[src/rtl/gan_ctrl_pkg.sv]
// Shared constants and state encoding for the 2->3->9 generator sequencer.
package gan_ctrl_pkg;

    localparam int unsigned Q_W       = 16;
    localparam int unsigned NUM_PIX   = 9;
    localparam int unsigned NUM_NOISE = 2;
    localparam int unsigned PIX_IDX_W = 4;
    localparam int unsigned SETTLE_W  = 4;

    localparam logic [PIX_IDX_W-1:0] LAST_PIX_IDX = PIX_IDX_W'(NUM_PIX - 1);

    typedef enum logic [2:0] {
        ST_IDLE,
        ST_LOAD,
        ST_SETTLE,
        ST_STREAM,
        ST_DONE
    } state_e;

    // Sideband that travels with every streamed pixel.
    typedef struct packed {
        logic [PIX_IDX_W-1:0] idx;
        logic                 last;
        logic                 img_last;
    } pix_tag_t;

endpackage

[src/rtl/generator_ctrl_serializer.sv]
// Captures the 9 generator outputs and streams them one per valid/ready handshake,
// tagging pixel 8 with pix_last (and img_last on the final image of the batch).
module generator_ctrl_serializer
    import gan_ctrl_pkg::*;
#(
    parameter int unsigned DATA_W = Q_W
) (
    input  logic                 clk,
    input  logic                 rst,
    input  logic                 capture,
    input  logic [DATA_W-1:0]    image [NUM_PIX],
    input  logic                 final_img,
    input  logic                 pix_ready,
    output logic                 pix_valid,
    output logic [DATA_W-1:0]    pix_data,
    output logic [PIX_IDX_W-1:0] pix_idx,
    output logic                 pix_last,
    output logic                 img_last,
    output logic                 img_done_c
);

    logic [DATA_W-1:0] cap_q [NUM_PIX];
    logic [DATA_W-1:0] cap_d [NUM_PIX];
    logic              valid_q, valid_d;
    logic [DATA_W-1:0] data_q, data_d;
    pix_tag_t          tag_q, tag_d;
    logic              hs_c;

    assign hs_c       = valid_q && pix_ready;
    assign img_done_c = hs_c && tag_q.last;

    // Next capture/index/output state; outputs hold while the sink stalls.
    always_comb begin
        cap_d   = cap_q;
        valid_d = valid_q;
        tag_d   = tag_q;
        data_d  = data_q;
        if (capture) begin
            cap_d     = image;
            valid_d   = 1'b1;
            tag_d.idx = '0;
        end else if (hs_c) begin
            if (tag_q.last) begin
                valid_d   = 1'b0;
                tag_d.idx = '0;
            end else begin
                tag_d.idx = tag_q.idx + 1'b1;
            end
        end
        tag_d.last     = valid_d && (tag_d.idx == LAST_PIX_IDX);
        tag_d.img_last = tag_d.last && final_img;
        data_d         = valid_d ? cap_d[tag_d.idx] : '0;
    end

    always_ff @(posedge clk) begin
        if (rst) begin
            cap_q   <= '{default: '0};
            valid_q <= 1'b0;
            data_q  <= '0;
            tag_q   <= '0;
        end else begin
            cap_q   <= cap_d;
            valid_q <= valid_d;
            data_q  <= data_d;
            tag_q   <= tag_d;
        end
    end

    assign pix_valid = valid_q;
    assign pix_data  = data_q;
    assign pix_idx   = tag_q.idx;
    assign pix_last  = tag_q.last;
    assign img_last  = tag_q.img_last;

endmodule

[src/rtl/generator_ctrl.sv]
// Batch sequencer for the combinational generator: load noise, settle, capture, stream 9 pixels.
// Optional GEN_CTRL_STALL_CNT_EN adds a saturating 32-bit stall_cnt output.
module generator_ctrl
    import gan_ctrl_pkg::*;
#(
    parameter int unsigned DATA_W        = Q_W,
    parameter int unsigned SETTLE_CYCLES = 2,
    parameter int unsigned BATCH_W       = 8
) (
    input  logic                 clk,
    input  logic                 rst,
    input  logic                 start,
    input  logic [BATCH_W-1:0]   batch_len,
    input  logic                 noise_valid,
    output logic                 noise_ready,
    input  logic [DATA_W-1:0]    noise_in_0,
    input  logic [DATA_W-1:0]    noise_in_1,
    output logic [DATA_W-1:0]    gen_noise_0,
    output logic [DATA_W-1:0]    gen_noise_1,
    input  logic [DATA_W-1:0]    gen_image_0,
    input  logic [DATA_W-1:0]    gen_image_1,
    input  logic [DATA_W-1:0]    gen_image_2,
    input  logic [DATA_W-1:0]    gen_image_3,
    input  logic [DATA_W-1:0]    gen_image_4,
    input  logic [DATA_W-1:0]    gen_image_5,
    input  logic [DATA_W-1:0]    gen_image_6,
    input  logic [DATA_W-1:0]    gen_image_7,
    input  logic [DATA_W-1:0]    gen_image_8,
    output logic                 pix_valid,
    input  logic                 pix_ready,
    output logic [DATA_W-1:0]    pix_data,
    output logic [PIX_IDX_W-1:0] pix_idx,
    output logic                 pix_last,
    output logic                 img_last,
    output logic                 busy,
    output logic                 done
`ifdef GEN_CTRL_STALL_CNT_EN
    ,
    output logic [31:0]          stall_cnt
`endif
);

    localparam logic [SETTLE_W-1:0] SETTLE_LAST = SETTLE_W'(SETTLE_CYCLES - 1);

    state_e             state_q, state_d;
    logic [BATCH_W-1:0] batch_len_q, batch_len_d;
    logic [BATCH_W-1:0] img_cnt_q, img_cnt_d;
    logic [SETTLE_W-1:0] settle_cnt_q, settle_cnt_d;
    logic [DATA_W-1:0]  gen_noise_q [NUM_NOISE];
    logic [DATA_W-1:0]  gen_noise_d [NUM_NOISE];
    logic               noise_ready_q, noise_ready_d;
    logic               busy_q, busy_d;
    logic               done_q, done_d;

    logic               start_acc_c;
    logic               noise_acc_c;
    logic               settle_end_c;
    logic               final_img_c;
    logic               img_done_c;
    logic [DATA_W-1:0]  image_c [NUM_PIX];

    assign image_c[0] = gen_image_0;
    assign image_c[1] = gen_image_1;
    assign image_c[2] = gen_image_2;
    assign image_c[3] = gen_image_3;
    assign image_c[4] = gen_image_4;
    assign image_c[5] = gen_image_5;
    assign image_c[6] = gen_image_6;
    assign image_c[7] = gen_image_7;
    assign image_c[8] = gen_image_8;

    // noise_ready_q is high exactly while in LOAD, so it doubles as the state qualifier.
    assign start_acc_c  = start && (state_q == ST_IDLE);
    assign noise_acc_c  = noise_valid && noise_ready_q;
    assign settle_end_c = (state_q == ST_SETTLE) && (settle_cnt_q == SETTLE_LAST);
    assign final_img_c  = (img_cnt_q == BATCH_W'(batch_len_q - 1'b1));

    always_ff @(posedge clk) begin
        if (rst) begin
            state_q <= ST_IDLE;
        end else begin
            state_q <= state_d;
        end
    end

    always_comb begin
        state_d = state_q;
        unique case (state_q)
            ST_IDLE:   if (start) state_d = (batch_len != '0) ? ST_LOAD : ST_DONE;
            ST_LOAD:   if (noise_acc_c) state_d = ST_SETTLE;
            ST_SETTLE: if (settle_end_c) state_d = ST_STREAM;
            ST_STREAM: if (img_done_c) state_d = final_img_c ? ST_DONE : ST_LOAD;
            ST_DONE:   state_d = ST_IDLE;
            default:   state_d = ST_IDLE;
        endcase
    end

    // Counters, noise drive and registered status outputs.
    always_comb begin
        batch_len_d  = batch_len_q;
        img_cnt_d    = img_cnt_q;
        settle_cnt_d = settle_cnt_q;
        gen_noise_d  = gen_noise_q;
        if (start_acc_c) begin
            batch_len_d = batch_len;
            img_cnt_d   = '0;
        end
        if (noise_acc_c) begin
            gen_noise_d[0] = noise_in_0;
            gen_noise_d[1] = noise_in_1;
            settle_cnt_d   = '0;
        end
        if (state_q == ST_SETTLE) begin
            settle_cnt_d = settle_cnt_q + 1'b1;
        end
        if ((state_q == ST_STREAM) && img_done_c && !final_img_c) begin
            img_cnt_d = img_cnt_q + 1'b1;
        end
        noise_ready_d = (state_d == ST_LOAD);
        busy_d        = (state_d != ST_IDLE);
        done_d        = (state_d == ST_DONE);
    end

    always_ff @(posedge clk) begin
        if (rst) begin
            batch_len_q   <= '0;
            img_cnt_q     <= '0;
            settle_cnt_q  <= '0;
            gen_noise_q   <= '{default: '0};
            noise_ready_q <= 1'b0;
            busy_q        <= 1'b0;
            done_q        <= 1'b0;
        end else begin
            batch_len_q   <= batch_len_d;
            img_cnt_q     <= img_cnt_d;
            settle_cnt_q  <= settle_cnt_d;
            gen_noise_q   <= gen_noise_d;
            noise_ready_q <= noise_ready_d;
            busy_q        <= busy_d;
            done_q        <= done_d;
        end
    end

    generator_ctrl_serializer #(
        .DATA_W (DATA_W)
    ) u_serializer (
        .clk        (clk),
        .rst        (rst),
        .capture    (settle_end_c),
        .image      (image_c),
        .final_img  (final_img_c),
        .pix_ready  (pix_ready),
        .pix_valid  (pix_valid),
        .pix_data   (pix_data),
        .pix_idx    (pix_idx),
        .pix_last   (pix_last),
        .img_last   (img_last),
        .img_done_c (img_done_c)
    );

    assign noise_ready = noise_ready_q;
    assign gen_noise_0 = gen_noise_q[0];
    assign gen_noise_1 = gen_noise_q[1];
    assign busy        = busy_q;
    assign done        = done_q;

`ifdef GEN_CTRL_STALL_CNT_EN
    logic [31:0] stall_cnt_q, stall_cnt_d;

    // Saturating count of sink back-pressure cycles, restarted per batch.
    always_comb begin
        stall_cnt_d = stall_cnt_q;
        if (start_acc_c) begin
            stall_cnt_d = '0;
        end else if (pix_valid && !pix_ready && (stall_cnt_q != '1)) begin
            stall_cnt_d = stall_cnt_q + 1'b1;
        end
    end

    always_ff @(posedge clk) begin
        if (rst) begin
            stall_cnt_q <= '0;
        end else begin
            stall_cnt_q <= stall_cnt_d;
        end
    end

    assign stall_cnt = stall_cnt_q;
`endif

endmodule

[config.mk]
export PLATFORM = sky130hd
export DESIGN_NAME = generator_ctrl
export DESIGN_NICKNAME = d
export VERILOG_FILES = /design/src/rtl/gan_ctrl_pkg.sv /design/src/rtl/generator_ctrl_serializer.sv /design/src/rtl/generator_ctrl.sv
export SDC_FILE = /design/constraint.sdc
export NUM_CORES = 1
export LEC_CHECK = 0
export CAP_MARGIN = 20
export CORE_MARGIN = 4
export CORE_UTILIZATION = 35
export DETAILED_ROUTE_END_ITERATION = 7
export SLEW_MARGIN = 20
export SYNTH_ARGS = -nofsm -noshare
export SYNTH_HDL_FRONTEND = slang
export SYNTH_SLANG_ARGS = --single-unit
[constraint.sdc]
create_clock -name clk -period 6.6 [get_ports clk]
set_clock_uncertainty 0.15 [all_clocks]
set_input_delay 0.66 -clock clk [delete_from_list [all_inputs] [get_ports clk]]
set_output_delay 0.66 -clock clk [all_outputs]
set_load 0.02 [all_outputs]
After elaboration in Yosys (flattened, before gate mapping)
Index checks and enable logic that the tools add are counted.
{"block": "word_totals", "regBits": 225, "inputBits": 189, "wordCells": 75}
{"block": "classes", "add_sub_neg": 4, "magnitude_cmp": 1, "eq_ne": 8, "mux": 21, "bitwise_logic": 2, "n_reduce_logical": 16}
{"operator": "$mux 144", "n": 1}
{"operator": "$bmux 16 s4", "n": 1}
{"operator": "$mux 16", "n": 2}
{"operator": "$mux 4", "n": 5}
{"operator": "$mux 3", "n": 6}
{"operator": "$mux 8", "n": 2}
{"operator": "$pmux 3 s4", "n": 1}
{"operator": "$logic_and 1x1->1", "n": 9}
{"operator": "$add 4x1->4 const B", "n": 2}
{"operator": "$add 8x1->8 const B", "n": 1}
{"operator": "$eq 8x8->1", "n": 1}
{"operator": "$reduce_bool 8->1", "n": 1}
{"operator": "$sub 8x1->8 const B", "n": 1}
{"operator": "$eq 3x1->1 const B", "n": 2}
{"operator": "$eq 3x2->1 const B", "n": 2}
{"operator": "$ge 5x5->1 const B", "n": 1}
{"operator": "$not 4->5", "n": 1}
{"operator": "$eq 4x1->1 const B", "n": 1}
{"operator": "$eq 4x4->1 const B", "n": 1}
{"operator": "$reduce_bool 2->1", "n": 2}
{"operator": "$eq 3x3->1 const B", "n": 1}
{"operator": "$logic_not 3->1", "n": 1}
{"operator": "$mux 1", "n": 3}
{"operator": "$reduce_bool 3->1", "n": 1}
{"operator": "other kinds (3)", "n": 3}

Longest topological paths before layout
{"block": "depth", "ltp_word": 8, "ltp_mapped": 9}

By module
From an unflattened synthesis, not the netlist that was laid out.
{"block": "hier_totals", "hier_cells": 1030, "area_unflattened_um2": 9761.9}
{"mod": "generator_ctrl_serializer", "n_inst": 1, "cells_each": 686, "area_each_um2": 7035.5}
{"mod": "generator_ctrl", "n_inst": 1, "cells_each": 344, "area_each_um2": 2726.4}

Worst setup path before layout
OpenSTA, ideal clock, no wires.
{"block": "synth_timing", "path_type": "flip-flop to flip-flop", "from": "register batch_len_q[0]", "to": "register img_cnt_q[2]", "setup_ns": 0.074, "arrival_ns": 2.398, "t_required_ns": 6.376, "path_slack_ns": 3.978, "stages_incl_launch_ff": 10, "path_buffers": 1, "path_cell_list": "dfxtp_1 -> inv_1 -> ha_1 -> or2b_1 -> or4_1 -> a2111o_1 -> o31ai_4 -> buf_6 -> nand3_1 -> a31oi_1"}
{"block": "synth_between", "elab_chain_len": 5}
{"item": "from (decl)", "line_no": "generator_ctrl.sv:46", "text": "logic [BATCH_W-1:0] batch_len_q, batch_len_d;"}
{"item": "from (signal assigned)", "line_no": "generator_ctrl.sv:134", "text": "batch_len_q <= batch_len_d;"}
{"item": "$sub 8x1->8 (*)", "line_no": "generator_ctrl.sv:76", "text": "assign final_img_c = (img_cnt_q == BATCH_W'(batch_len_q - 1'b1));"}
{"item": "$eq 8x8->1 (*)", "line_no": "generator_ctrl.sv:76"}
{"item": "$logic_not 1->1 (*)", "line_no": "generator_ctrl.sv:116", "text": "if ((state_q == ST_STREAM) && img_done_c && !final_img_c) begin"}
{"item": "$logic_and 1x1->1 (*)", "line_no": "generator_ctrl.sv:116"}
{"item": "$mux 8 or $reduce_bool 2->1 (tied branches)"}
{"item": "to (signal assigned)", "line_no": "generator_ctrl.sv:135", "text": "img_cnt_q <= img_cnt_d;"}
{"item": "to (decl)", "line_no": "generator_ctrl.sv:47", "text": "logic [BATCH_W-1:0] img_cnt_q, img_cnt_d;"}
Every way passes the cells marked *; elsewhere a longest branch is shown, timed or not.
A chain may end at the register's enable or synchronous reset.

Worst setup path after layout
{"block": "layout_timing", "from": "input port pix_ready", "to": "register u_serializer.data_q[6] (netlist: u_serializer.pix_data[6])"}
{"block": "layout_between", "elab_chain_len": 7}
{"item": "from (decl)", "line_no": "generator_ctrl.sv:30", "text": "input logic pix_ready,"}
{"item": "$logic_and 1x1->1 (*)", "line_no": "generator_ctrl_serializer.sv:29", "text": "assign hs_c = valid_q && pix_ready;"}
{"item": "$mux 4", "line_no": "generator_ctrl_serializer.sv:42", "text": "end else if (hs_c) begin"}
{"item": "$mux 4", "line_no": "generator_ctrl_serializer.sv:38", "text": "if (capture) begin"}
{"item": "$not 4->5 (implied by the code)", "line_no": "generator_ctrl_serializer.sv:52", "text": "data_d = valid_d ? cap_d[tag_d.idx] : '0;"}
{"item": "$bmux 16 s4", "line_no": "generator_ctrl_serializer.sv:52"}
{"item": "$mux 16 (implied by the code) (2 in series)", "line_no": "generator_ctrl_serializer.sv:52"}
{"item": "to (signal assigned)", "line_no": "generator_ctrl_serializer.sv:64", "text": "data_q <= data_d;"}
{"item": "to (decl)", "line_no": "generator_ctrl_serializer.sv:25", "text": "logic [DATA_W-1:0] data_q, data_d;"}
Every way passes the cells marked *; elsewhere a longest branch is shown, timed or not. The select of a mux whose other input is x is not followed.

==> qor.yml <==
remaining_drc_errors: 0
fin_tns_setup_ps: 0
total_power_mw: 2.99
core_area_um2: 26200
num_vias: 8632
dieArea_um2: 29500
die_x_um: 172
cts_buffers: 25
worstSetupStartpoint: "pix_ready"
rows: 59
seq_area_frac_synth: 0.479
path_cells: "clkdlybuf4s50_1 > nand2_1 > mux2i_4 > buf_4 > mux2i_1 > mux4_2 > a211o_1 > o21ai_0"
critical_path.max_stage_delay_ps: 800
seq_power_share: 0.463
tightest_slew_ps: 990
end_kind: "flip-flop"
netlist_instances: 1138
grt_overflow: 0
fill_cells: 2545
drtAntennaViolNets: 0
htree_levels: 1
clock-sinks: 225
fmax_ghz: 0.266
initial_core_util: 0.359
antenna_found_initial: 1
crit_arrival_ps: 4040
hp-start: "gen_noise_0[12]$_SDFFE_PP0P_"
rsz0062_at_grt: "no"
clockPowerShare: 0.460
globalplace.congestion: 0.870
cp_top_family: "multiplexers"
grt_pass1_wl_um: 45800
crit_type: "input pin to flip-flop"
dp_hpwl_um: 22400
final.min_clock_period_ps: 3760
syn-num-nets: 1332
final_cells: 1691
grtUsageTotal: 0.197
cts_resized: 0
cts_hold_buf: 0
worstPathBufferInverterCount: 2
cts_tree: "done"
port_buffers: 246
drive_gt1_frac: 0.0605
viasPerCell: 5.10
crit_fanout: 40
routed_wl_um: 31200
nets: 1532
ys_seq_elements: 225
clock_latency_ps: 520
p_leak_nw: 4.78
dieHeight_um: 172
ys.flop_type: "dfxtp_1"
postLayoutCoreUtil: 0.491
clock_path_buffers: 3
peakVddDrop_mv: 0.159
cts.clk_slew.worst_paths_ps: 60
critPathLaunchType: "input pin"
area_delta_synth_final_pct: 36.8
first_pass_iters: 5
io_pins: 247
finalCritPeriodShare: 0.569
drtIter0Drc: 724
finalHoldViolCount: 0
maxSlewViolCount: 0
synth_area_um2: 9400
slowest_stage: "mux2i_4"
timing.rr.start: "u_serializer.pix_valid$_SDFF_PP0_"
sw_frac_of_total: 0.221
wire_per_inst_um: 18.4
ys_types: 57
slew_headroom: 0.340
antenna_cells: 0
internal-power_mw: 2.33
setup_violations: 0
grt_pass1_vias: 8073
holdWs_ps: 300
grt_start_max_net_pins: 126
status: "complete, no violations"
yosys_warnings: 0
worstHoldPathType: "flip-flop to flip-flop"
cap_viol_max_count: 0
cp.required_ps: 6880
power_frac_comb: 0.077
postCtsSetupBuffers: 0
clockRootBuffer: "clkbuf_16"
dp.cells: 1646
avgSynthCellArea_um2: 8.26
cellPowerDensity_nw_per_um2: 232
synth_edf_count: 0
switching_power_mw: 0.661
async_flop_share: 0
## stage by stage
stage	cell area, um^2	setup WS (ps)
2_1_floorplan	9400	3980
3_3_place_gp	12000	2510
3_5_place_dp	12000	2370
4_1_cts	12900	2880
5_1_grt	12900	2740
6_report	12900	2840
## placed cells by master (no fill, tap or decap), types with 3 or more instances in the layout
cell,count
nand4_1,3
o211a_1,8
nand3_1,13
or3b_2,7
nor2b_1,3
ha_1,5
xor2_1,4
dfxtp_1,225
and3_1,5
a2bb2oi_1,7
o21ai_0,13
a31oi_1,5
xnor2_1,4
nand2b_1,4
clkbuf_16,25
nor2_1,49
clkinv_2,9
clkdlybuf4s50_1,245
mux4_2,9
a21o_2,3
nor3_1,5
o32ai_1,10
inv_1,6
nor3b_1,4
a211o_1,6
o22ai_1,9
buf_4,9
clkbuf_1,3
mux2i_1,70
nand2_1,356
a21oi_1,189
clkbuf_8,4
## flip-flops by register name, summed over array words and instances (netlist names), 3 cells and up
| name | count |
|---|---|
| u_serializer.cap_q | 144 |
| gen_noise_0 | 16 |
| gen_noise_1 | 16 |
| u_serializer.pix_data | 16 |
| batch_len_q | 8 |
| img_cnt_q | 8 |
| settle_cnt_q | 4 |
| u_serializer.pix_idx | 4 |
| state_q | 3 |
## cell usage after synthesis, types with 2 or more instances
cell type	count	area (um^2)
or3b_2	7	61.3
mux2i_1	71	711
nand3_1	14	70.1
a211o_1	6	52.6
nor4_1	2	12.5
o211a_1	8	80.1
a21oi_1	190	951
clkbuf_1	61	229
nor2_1	49	184
buf_6	2	22.5
nor3b_1	4	30.0
buf_2	7	35.0
nor3_1	5	25.0
dfxtp_1	225	4500
nand3b_1	2	15.0
ha_1	5	62.6
buf_1	8	30.0
nand4_1	3	18.8
a31oi_1	5	31.3
nand2_1	356	1340
xnor2_1	4	35.0
nand2b_1	4	25.0
o22ai_1	9	56.3
o21ai_0	13	65.1
inv_1	6	22.5
o31ai_1	2	15.0
or2_2	2	12.5
a21o_2	3	26.3
o32ai_1	10	87.6
nor2b_1	3	18.8
and2_1	2	12.5
nand4b_1	2	17.5
and3_1	6	37.5
a21o_1	2	15.0
mux4_2	9	203
a2bb2oi_1	7	61.3
xor2_1	4	35.0
## power groups by stage
stage | logic (mW) | clock network, mW | registers (mW)
after floorplan | 0.0694 | 0 | 1.42
after global placement | 0.230 | 0 | 1.41
after detailed placement | 0.231 | 0 | 1.41
after CTS | 0.232 | 1.41 | 1.38
after global routing | 0.248 | 1.46 | 1.39
final | 0.231 | 1.37 | 1.38
## logic make-up after synthesis
| kind of cell | share of synthesized area |
|---|---|
| compound gates | 0.163 |
| xor+xnor | 0.00745 |
| fa+ha+maj | 0.00666 |
| buf+inv | 0.0397 |
| flops | 0.479 |
| mux | 0.0972 |
| simple gates | 0.207 |
## final timing paths
| kind | depth (start not counted) | end | slack (ps) |
|---|---|---|---|
| hold reg to reg | 2 | gen_noise_0[12]$_SDFFE_PP0P_ | 300 |
| setup reg to reg | 7 | u_serializer.pix_data[6]$_SDFF_PP0_ | 3130 |
| setup / recovery | 8 | u_serializer.pix_data[6]$_SDFF_PP0_ | 2840 |
| hold / removal | 2 | gen_noise_0[12]$_SDFFE_PP0P_ | 300 |
## final cells by class
| type | count | area [um^2] | share of cell area |
|---|---|---|---|
| clock buffers | 32 | 692 | 0.0538 |
| multi-input cells | 825 | 4560 | 0.355 |
| clock inverters | 13 | 121 | 0.00944 |
| flip-flops and latches | 225 | 4500 | 0.350 |
| repair buffers | 255 | 2530 | 0.197 |
| well taps | 335 | 419 | 0.0326 |
| inverters | 6 | 22.5 | 0.00175 |
## worst min-delay path: cells and delay by family, from the launching register on
family           cells  cell delay (ps)
AND/OR/NAND/NOR      1               50
AO/OA/AOI/OAI        1               50
flip-flops           1              300
## layer usage
layer / wire length, um / up-vias / global-route usage
met5: 11 / - / 0
met4: 514 / 2 / 0.0376
met3: 2170 / 33 / 0.0398
li1: - / 4279 / -
met2: 14700 / 260 / 0.322
met1: 13800 / 4058 / 0.275
Note: power is estimated with default switching activity, not from simulation.
